===== src/rtl/mul_pkg.sv =====
// mul_pkg: shared FSM state type and default widths for the mul multiply-accumulate datapath
package mul_pkg;
   localparam int RES_WIDTH   = 64;
   localparam int ACC_WIDTH   = 72;
   localparam int COUNT_WIDTH = 8;
   typedef enum logic [1:0] {IDLE, REQ, WAIT, DONE} state_t;
endpackage


===== src/rtl/mul_acc_if.sv =====
// mul_acc_if: batch control, mul read handshake and sum valid/ready bundle for mul_acc
interface mul_acc_if #(
   parameter int RES_WIDTH   = mul_pkg::RES_WIDTH,
   parameter int ACC_WIDTH   = mul_pkg::ACC_WIDTH,
   parameter int COUNT_WIDTH = mul_pkg::COUNT_WIDTH
);
   logic                   start;
   logic [COUNT_WIDTH-1:0] len;
   logic                   mul_rd_ready;
   logic                   mul_rd_val;
   logic [RES_WIDTH-1:0]   mul_rd_data;
   logic                   mul_rd_en;
   logic                   busy;
   logic [ACC_WIDTH-1:0]   sum;
   logic                   sum_val;
   logic                   sum_ready;
   logic                   overflow;
   logic                   err;
   modport master (
      output start, len, mul_rd_ready, mul_rd_val, mul_rd_data, sum_ready,
      input  mul_rd_en, busy, sum, sum_val, overflow, err
   );
   modport slave (
      input  start, len, mul_rd_ready, mul_rd_val, mul_rd_data, sum_ready,
      output mul_rd_en, busy, sum, sum_val, overflow, err
   );
endinterface


===== src/rtl/mul_acc_adder.sv =====
// mul_acc_adder: accumulator-wide adder of a zero-extended product, with carry out
module mul_acc_adder #(
   parameter int RES_WIDTH = 64,
   parameter int ACC_WIDTH = 72
) (
   input  logic [ACC_WIDTH-1:0] a,
   input  logic [RES_WIDTH-1:0] b,
   output logic [ACC_WIDTH-1:0] s,
   output logic                 c
);
   assign {c, s} = {1'b0, a} + {{(ACC_WIDTH + 1 - RES_WIDTH){1'b0}}, b};
endmodule


===== src/rtl/mul_acc.sv =====
// mul_acc: drains len products from mul and presents their sum; MUL_ACC_TIMEOUT_EN adds a WAIT read timeout
module mul_acc #(
   parameter int RES_WIDTH   = mul_pkg::RES_WIDTH,
   parameter int ACC_WIDTH   = mul_pkg::ACC_WIDTH,
   parameter int COUNT_WIDTH = mul_pkg::COUNT_WIDTH,
   parameter int TIMEOUT     = 255
) (
   input logic      clk,
   input logic      reset,
   mul_acc_if.slave bus
);
   import mul_pkg::*;
   state_t                 state;
   logic [COUNT_WIDTH-1:0] len_q, count, count_nx;
   logic [ACC_WIDTH-1:0]   sum, add_sum;
   logic                   add_carry, overflow, err, rd_en, timed_out;
   assign count_nx = count + 1'b1;
   mul_acc_adder #(.RES_WIDTH(RES_WIDTH), .ACC_WIDTH(ACC_WIDTH)) u_add (
      .a(sum),
      .b(bus.mul_rd_data),
      .s(add_sum),
      .c(add_carry)
   );
`ifdef MUL_ACC_TIMEOUT_EN
   localparam int TW = $clog2(TIMEOUT + 1);
   logic [TW-1:0] wait_cnt;
   assign timed_out = wait_cnt == TW'(TIMEOUT - 1);
   // Cycles spent in WAIT without data; restarts every time WAIT is entered
   always_ff @(posedge clk)
      wait_cnt <= (reset || state != WAIT) ? '0 : wait_cnt + 1'b1;
`else
   logic unused_timeout;
   assign unused_timeout = |TIMEOUT;
   assign timed_out = 1'b0;
`endif
   // Batch FSM: one read per product, accumulate accepted data, hold the total until taken.
   // A zero-length batch passes through REQ, which sees count==len and finishes without reading.
   always_ff @(posedge clk) begin
      if (reset) begin
         state    <= IDLE;
         len_q    <= '0;
         count    <= '0;
         sum      <= '0;
         overflow <= 1'b0;
         err      <= 1'b0;
         rd_en    <= 1'b0;
      end else begin
         rd_en <= 1'b0;
         case (state)
            IDLE: if (bus.start) begin
               len_q    <= bus.len;
               count    <= '0;
               sum      <= '0;
               overflow <= 1'b0;
               err      <= 1'b0;
               state    <= REQ;
            end
            REQ: if (count == len_q) state <= DONE;
               else if (bus.mul_rd_ready) begin
                  rd_en <= 1'b1;
                  state <= WAIT;
               end
            WAIT: if (bus.mul_rd_val) begin
                  sum      <= add_sum;
                  overflow <= overflow | add_carry;
                  count    <= count_nx;
                  state    <= count_nx == len_q ? DONE : REQ;
               end else if (timed_out) begin
                  err   <= 1'b1;
                  state <= DONE;
               end
            DONE: if (bus.sum_ready) state <= IDLE;
            default: state <= IDLE;
         endcase
      end
   end
   assign bus.mul_rd_en = rd_en;
   assign bus.busy      = state != IDLE;
   assign bus.sum_val   = state == DONE;
   assign bus.sum       = sum;
   assign bus.overflow  = overflow;
   assign bus.err       = err;
endmodule

===== src/flat_wrapper.sv =====
// flat-port wrapper written by rule: the top's interface ports become plain ports
module mul_acc_flat import mul_pkg::*;
#(
   parameter int RES_WIDTH   = mul_pkg::RES_WIDTH,
   parameter int ACC_WIDTH   = mul_pkg::ACC_WIDTH,
   parameter int COUNT_WIDTH = mul_pkg::COUNT_WIDTH,
   parameter int TIMEOUT     = 255
)
  (clk, reset, bus_start, bus_len, bus_mul_rd_ready, bus_mul_rd_val, bus_mul_rd_data, bus_sum_ready, bus_mul_rd_en, bus_busy, bus_sum, bus_sum_val, bus_overflow, bus_err);
  mul_acc_if #(.RES_WIDTH(RES_WIDTH), .ACC_WIDTH(ACC_WIDTH), .COUNT_WIDTH(COUNT_WIDTH)) bus_i ();
  input logic clk;
  input logic reset;
  input wire logic [$bits(bus_i.start)-1:0] bus_start;
  input wire logic [$bits(bus_i.len)-1:0] bus_len;
  input wire logic [$bits(bus_i.mul_rd_ready)-1:0] bus_mul_rd_ready;
  input wire logic [$bits(bus_i.mul_rd_val)-1:0] bus_mul_rd_val;
  input wire logic [$bits(bus_i.mul_rd_data)-1:0] bus_mul_rd_data;
  input wire logic [$bits(bus_i.sum_ready)-1:0] bus_sum_ready;
  output wire logic [$bits(bus_i.mul_rd_en)-1:0] bus_mul_rd_en;
  output wire logic [$bits(bus_i.busy)-1:0] bus_busy;
  output wire logic [$bits(bus_i.sum)-1:0] bus_sum;
  output wire logic [$bits(bus_i.sum_val)-1:0] bus_sum_val;
  output wire logic [$bits(bus_i.overflow)-1:0] bus_overflow;
  output wire logic [$bits(bus_i.err)-1:0] bus_err;
  assign bus_i.start = bus_start;
  assign bus_i.len = bus_len;
  assign bus_i.mul_rd_ready = bus_mul_rd_ready;
  assign bus_i.mul_rd_val = bus_mul_rd_val;
  assign bus_i.mul_rd_data = bus_mul_rd_data;
  assign bus_i.sum_ready = bus_sum_ready;
  assign bus_mul_rd_en = bus_i.mul_rd_en;
  assign bus_busy = bus_i.busy;
  assign bus_sum = bus_i.sum;
  assign bus_sum_val = bus_i.sum_val;
  assign bus_overflow = bus_i.overflow;
  assign bus_err = bus_i.err;
  mul_acc #(.RES_WIDTH(RES_WIDTH), .ACC_WIDTH(ACC_WIDTH), .COUNT_WIDTH(COUNT_WIDTH), .TIMEOUT(TIMEOUT)) u_core (.clk(clk), .reset(reset), .bus(bus_i));
endmodule

===== config.mk =====
export PLATFORM = sky130hd
export DESIGN_NAME = mul_acc_flat
export DESIGN_NICKNAME = d
export VERILOG_FILES = /design/src/rtl/mul_pkg.sv /design/src/rtl/mul_acc_if.sv /design/src/rtl/mul_acc_adder.sv /design/src/rtl/mul_acc.sv /design/src/flat_wrapper.sv
export SDC_FILE = /design/constraint.sdc
export NUM_CORES = 1
export LEC_CHECK = 0
export CAP_MARGIN = 15
export CORE_UTILIZATION = 49
export CTS_BUF_LIST = sky130_fd_sc_hd__clkbuf_8
export DETAILED_ROUTE_END_ITERATION = 6
export PLACE_DENSITY_LB_ADDON = 0.05
export REMOVE_ABC_BUFFERS = 1
export SETUP_SLACK_MARGIN = 0.5
export SLEW_MARGIN = 20
export SYNTH_ARGS = -nofsm -noshare
export SYNTH_HDL_FRONTEND = slang
export SYNTH_SLANG_ARGS = --single-unit

===== constraint.sdc =====
create_clock -name clk -period 3.6 [get_ports clk]
set_clock_uncertainty 0.1 [all_clocks]
set_input_delay 0.72 -clock clk [delete_from_list [all_inputs] [get_ports clk]]
set_output_delay 0.72 -clock clk [all_outputs]
set_load 0.05 [all_outputs]

== Word-level counts from Yosys, hierarchy flattened ==
Index checks and enable logic that the tools add are counted.

* Flip-flop bits (word level): 92
* Bits in latches: 0
* Bits in writable memories: 0
* Memory bits (read-only): 0
* Bits of input ports: 78
* Output and inout bits: 77
* Word-level logic and storage cells: 43
* Memories kept: 0

* Add/sub/neg operators: 2
* $mul: 0
* Div/mod/pow operators: 0
* $lt $le $gt $ge: 0
* Eq/ne operators: 9
* Shift operators: 0
* Muxes and demuxes: 17
* Bitwise gates (word level): 2
* Reductions and logical operators: 7

{| class="wikitable"
|+ Operators with widths
! cell !! count
|-
| 72-bit 2-to-1 mux || 2
|-
| 72-bit one-hot mux with 2 select lines || 1
|-
| 72-bit by 64-bit adder with 73-bit output || 1
|-
| 8-bit equality test || 2
|-
| 8-bit 2-to-1 mux || 2
|-
| 8-bit one-hot mux with 2 select lines || 1
|-
| 2-bit 2-to-1 mux || 6
|-
| 8-bit by 1-bit adder with 8-bit output (second input constant) || 1
|-
| 2-bit one-hot mux with 4 select lines || 1
|-
| 2-bit != test (second input constant) || 3
|-
| 2-bit equality test (second input constant) || 2
|-
| 4-bit AND reduction || 1
|-
| 2-bit nonzero test || 2
|-
| 1-bit 2-to-1 mux || 3
|-
| 3-bit by 2-bit != test with 1-bit output (second input constant) || 1
|-
| 3-bit AND reduction || 1
|-
| 3-bit OR reduction || 1
|-
| 2-bit by 1-bit equality test with 1-bit output (second input constant) || 1
|-
| 2-bit zero test || 1
|-
| 1-bit one-hot mux with 2 select lines || 1
|-
| 2-bit AND reduction || 1
|-
| 1-bit inverter || 1
|-
| 1-bit bitwise OR || 1
|}

== Longest topological paths before layout ==
* Word-level depth: 5
* Depth in mapped cells: 13
* Depth with buffers taken out: 12

== Hierarchy ==
From an unflattened synthesis, not the netlist that was laid out.

* Cells, all modules: 955
* Area, all modules: 7571.0 sq um

{| class="wikitable"
|+ Modules (own cells, without submodules)
! module !! instances !! cells an instance !! area each (sq um)
|-
| mul_acc_adder || 1 || 572 || 3870.0
|-
| mul_acc || 1 || 383 || 3701.0
|}

== Worst setup path before layout ==
Ideal clock, no wire load.

* Path kind: input to register
* Start point: input bus_mul_rd_data[17]
* End point: register u_core.sum[65], in the netlist u_core.bus.sum[65]
* Setup time: 116 ps
* Data arrival time: 3339 ps
* Setup slack: 45 ps
* Stages: 11
* Cell sequence: ha_1 nand4_1 or3_1 or4_4 a21oi_2 o211ai_2 a2111oi_4 o21ai_2 o221ai_4 a31oi_1 a41o_1

* Word-level cells in the longest chain between the ends: 3

{| class="wikitable"
|+ RTL lines
! element !! RTL line !! text
|-
| start, declared || flat_wrapper.sv:17 || <nowiki>input wire logic [$bits(bus_i.mul_rd_data)-1:0] bus_mul_rd_data;</nowiki>
|-
| 72-bit by 64-bit adder with 73-bit output || mul_acc_adder.sv:11 || <nowiki>assign {c, s} = {1'b0, a} + {{(ACC_WIDTH + 1 - RES_WIDTH){1'b0}}, b};</nowiki>
|-
| 72-bit 2-to-1 mux || mul_acc.sv:63 || <nowiki>WAIT: if (bus.mul_rd_val) begin</nowiki>
|-
| 72-bit one-hot mux with 2 select lines || mul_acc.sv:49 || <nowiki>case (state)</nowiki>
|-
| end signal, assigned || mul_acc.sv:64 || <nowiki>sum <= add_sum;</nowiki>
|-
| end, declared || mul_acc.sv:15 || <nowiki>logic [ACC_WIDTH-1:0] sum, add_sum;</nowiki>
|}

Every way passes these cells. The select of a mux whose other input is x is not followed.
A chain may end at the register's enable or synchronous reset.

== Worst setup path after layout ==
* Start point: input bus_mul_rd_data[20]
* End point: register u_core.sum[65], in the netlist u_core.bus.sum[65]

The elaborated chain is that of the path after synthesis.

==> impl.org <==
** Final layout
- Area taken by multi-input logic gates :: 6340 µm²
- The top cell types in the final layout, fill and taps aside, are buf_4, nand2_1, clkdlybuf4s50_1.
- Proportion of layout cells with a drive suffix above 1 :: 32.7%
- Most common cell after layout, fill and taps aside :: buf_4
- Cell area after layout :: 12100 µm²
- Area occupied by registers :: 1850 µm²
- Net count, final :: 1492
- The repair_antennas step left the layout with diodes totalling 0.
- Fillers :: 944
- Area Growth Syn to Fin :: 64.7%

** Floorplan
- After floorplanning, the core was sized to cover 14600 µm².
- Num rows :: 44
- Height of the chip :: 125 µm
- Die Footprint :: 15500 µm²
- Num ports :: 155
- From left edge to right edge, the die measures 125 µm.
- For this configuration, the core starts out at a cell density of 50.5%.

** Critical path
- Worst Setup End Kind :: flip-flop
- Arrival time of data at the critical path endpoint :: 3.60 ns
- Type of origin of the critical path :: input port
- Setup CP Type :: in2reg
- At the worst endpoint, the required time is 3.80 ns.
- In this run the worst path has a maximum fanout of 7.

** Route
- Remaining number of nets flagged by the antenna check after routing :: 0
- Detailed-route wire length :: 26800 µm
- The first TritonRoute pass finished after 5 iterations.
- For this block, the initial DRC count from the detailed router was 579.
- WL/cell :: 17.5 µm
- DRC Markers :: 0
- The detailed router placed 8952 vias in this run.
- After detailed routing, the number of vias per cell comes to 5.82.

** CTS
- Clock latency on the worst-skew pair, taken at its later pin, is 0.40 ns.
- Total of hold buffers inserted after clock tree synthesis :: 0
- Clock transition at the registers of the reported paths :: 0.10 ns
- TritonCTS built the clock tree.
- No sink is reached through more buffers than the 2 on the longest clock path.
- For this design, the sink count on the clock tree is 92.
- The H-tree generated during clock tree synthesis spans 3 levels.
- In this run the clock root is driven by a clkbuf_8.
- TritonCTS created 9 clock buffers.

** Timing
- Headroom to the max-slew limit came out at 59.1%.
- The final max-slew violation count is 0.
- Hold Fails Final Rpt :: 0
- Setup violations remaining at the end of the flow were counted as 0.
- Slew @ Worst Pin :: 0.611 ns
- Across all setup checks in the final design, the least slack found is 0.208 ns.
- Final critical path time including I/O delays and setup :: 3.39 ns
- Maximum frequency from static timing analysis :: 0.295 GHz
- Setup repair after global routing could not meet its margin everywhere.
- Final clock period utilization by the worst path :: 94.2%
- Worst slack on hold paths :: 0.371 ns

** Status
- Run status :: complete, no violations

** GRT
- Antenna violations before repair :: 0
- The number of global-route vias before repair is 8686.
- Global-route wire length before repair :: 42200 µm
- GRT overflow :: 0
- Entering global routing, the biggest net connects 41 pins.
- Total Routing Usage GR :: 33.1%

** Synthesis
- EDFF count, synth :: 0
- Synthesis instantiated 70 different standard cells from the library.
- The most used flip-flop cell after synthesis is dfxtp_1.
- Number of instances in the synthesized netlist :: 987
- Post-synthesis sequential element count :: 92
- FFs w/ async S/R, synth :: 0%
- During synthesis, Yosys emitted a total of 0 warnings.
- The share of the Yosys chip area taken by registers is 25.0%.
- Syn avg cell area :: 7.47 µm²
- Mapped Area :: 7370 µm²

** Power
- Peak supply drop :: 0.364 mV
- LEAKAGE :: 5.21 nW
- Net switching is 41.0% of the power.
- In this run the power density over the cells is 300 nW/µm².
- Gate power share :: 48.9%
- Relative contribution of the clock network to total power :: 19.4%
- Cell internal power was estimated by the tool at 2.15 mW.
- In this run, flip-flops and latches consume 31.7% of the power.
- Net switching power :: 1.50 mW

** Place
- Placed cell areas :: 10400 µm²
- Pre-CTS worst setup slack :: -0.650 ns
- The HPWL after detailed placement is 18100 µm.
- Final weighted congestion in routability-driven placement :: 0.927
- Input/output buffers :: 153

** Job
- Max-capacitance violation count :: 0

** Worst hold path
- The worst hold path belongs to the class reg2reg.
-- metrics by stage --
step                      std cells  power (mW)  utilization (%)  TNS [ns]
after floorplan                 936        2.01                -         0
after global placement         1467        2.63             71.3    -12.63
after detailed placement       1467        2.65             71.3    -15.12
after CTS                      1527        3.51             80.2         0
after global routing           1537        3.81             83.2         0
final                          1537        3.64             83.2         0
-- final cells by class --
class / instances / share of cell area (%)
clock buffers: 9 / 1.02
clock inverters: 7 / 0.474
inverters: 26 / 0.804
multi-input cells: 818 / 52.2
flip-flops and latches: 92 / 15.2
well taps: 184 / 1.90
repair buffers: 401 / 28.4
-- cell families (layout without fill, tap and decap cells) --
family	count (synthesis)	in the layout	synth area share (%)
AO/OA/AOI/OAI	351	351	31.0
other	1	1	0.0509
buffers and inverters	77	443	4.02
XOR/XNOR	72	72	8.55
AND/OR/NAND/NOR	323	323	19.3
multiplexers	5	5	0.713
flip-flops	92	92	25.0
adder cells (fa/ha/maj)	66	66	11.3
-- timing repair --
item,CTS,global route
resized for setup,248,86
buffers inserted,44,10
pin swaps,101,55
endpoints found under the setup margin,52,37
gates cloned,0,0
-- final timing paths --
path	startpoint	endpoint	slack, ns	cells after the start
setup / recovery	bus_mul_rd_data[20]	u_core.bus.sum[65]	0.21	12
hold / removal	u_core.len_q[6]	u_core.len_q[6]	0.37	2
setup reg to reg	u_core.bus.sum[20]	u_core.bus.sum[65]	0.24	11
hold reg to reg	u_core.len_q[6]	u_core.len_q[6]	0.37	2
-- power groups by stage --
stage | Clock (mW) | Combinational (mW) | Sequential, mW
detailed placement | 0 | 1.48 | 1.16
CTS | 0.719 | 1.64 | 1.15
finish | 0.706 | 1.78 | 1.16
floorplan | 0 | 0.675 | 1.33
global route | 0.749 | 1.90 | 1.16
global placement | 0 | 1.47 | 1.16
-- flip-flops by register name, indices dropped and copies added, names as in the netlist --
name                  count
u_core.bus.overflow       1
u_core.bus.sum           72
u_core.len_q              8
u_core.state              2
u_core.bus.mul_rd_en      1
u_core.count              8
-- synth_stat cells, types with 3 or more instances --
cell / number / area, µm²
ha_1: 65 / 813
a31o_1: 3 / 26.3
a211oi_1: 12 / 90.1
nor2b_1: 4 / 25.0
a21oi_1: 110 / 551
a2111oi_0: 3 / 26.3
xor2_1: 37 / 324
o41ai_1: 3 / 26.3
clkbuf_1: 46 / 173
o21a_1: 9 / 67.6
o31ai_1: 5 / 37.5
nor3_1: 23 / 115
or2_2: 3 / 18.8
o21ai_1: 4 / 20.0
nor2_1: 84 / 315
o21bai_1: 17 / 128
nand3_1: 17 / 85.1
a22oi_1: 23 / 173
nand4_1: 21 / 131
nand2b_1: 6 / 37.5
a21o_1: 41 / 308
o21ai_0: 69 / 345
mux2i_1: 3 / 30.0
xnor2_1: 35 / 307
and2_1: 7 / 43.8
dfxtp_1: 92 / 1840
inv_1: 26 / 97.6
or3_1: 4 / 25.0
a22o_1: 6 / 52.6
o211ai_1: 5 / 37.5
a31oi_1: 10 / 62.6
nand2_1: 139 / 522
and3_1: 3 / 18.8
nor4_1: 6 / 37.5
-- layer usage --
metal	vias to the layer above	GRT usage (%)	share of wire, %
li1	4313	-	-
met5	-	0	0
met1	4276	42.4	43
met3	58	5.07	5.5
met4	0	12.4	2.9
met2	305	55.9	48
-- worst max-delay path, stage by stage --
cell and delay [ns]:
buf_6 0.10, ha_4 0.27, nand4_1 0.17, or3_4 0.45
or4_4 0.44, a21oi_4 0.18, o211ai_4 0.13, a2111oi_4 0.41
o21ai_2 0.13, o221ai_4 0.27, a31oi_1 0.12, a41o_1 0.21
No activity file was read; power rests on OpenSTA's default activity.
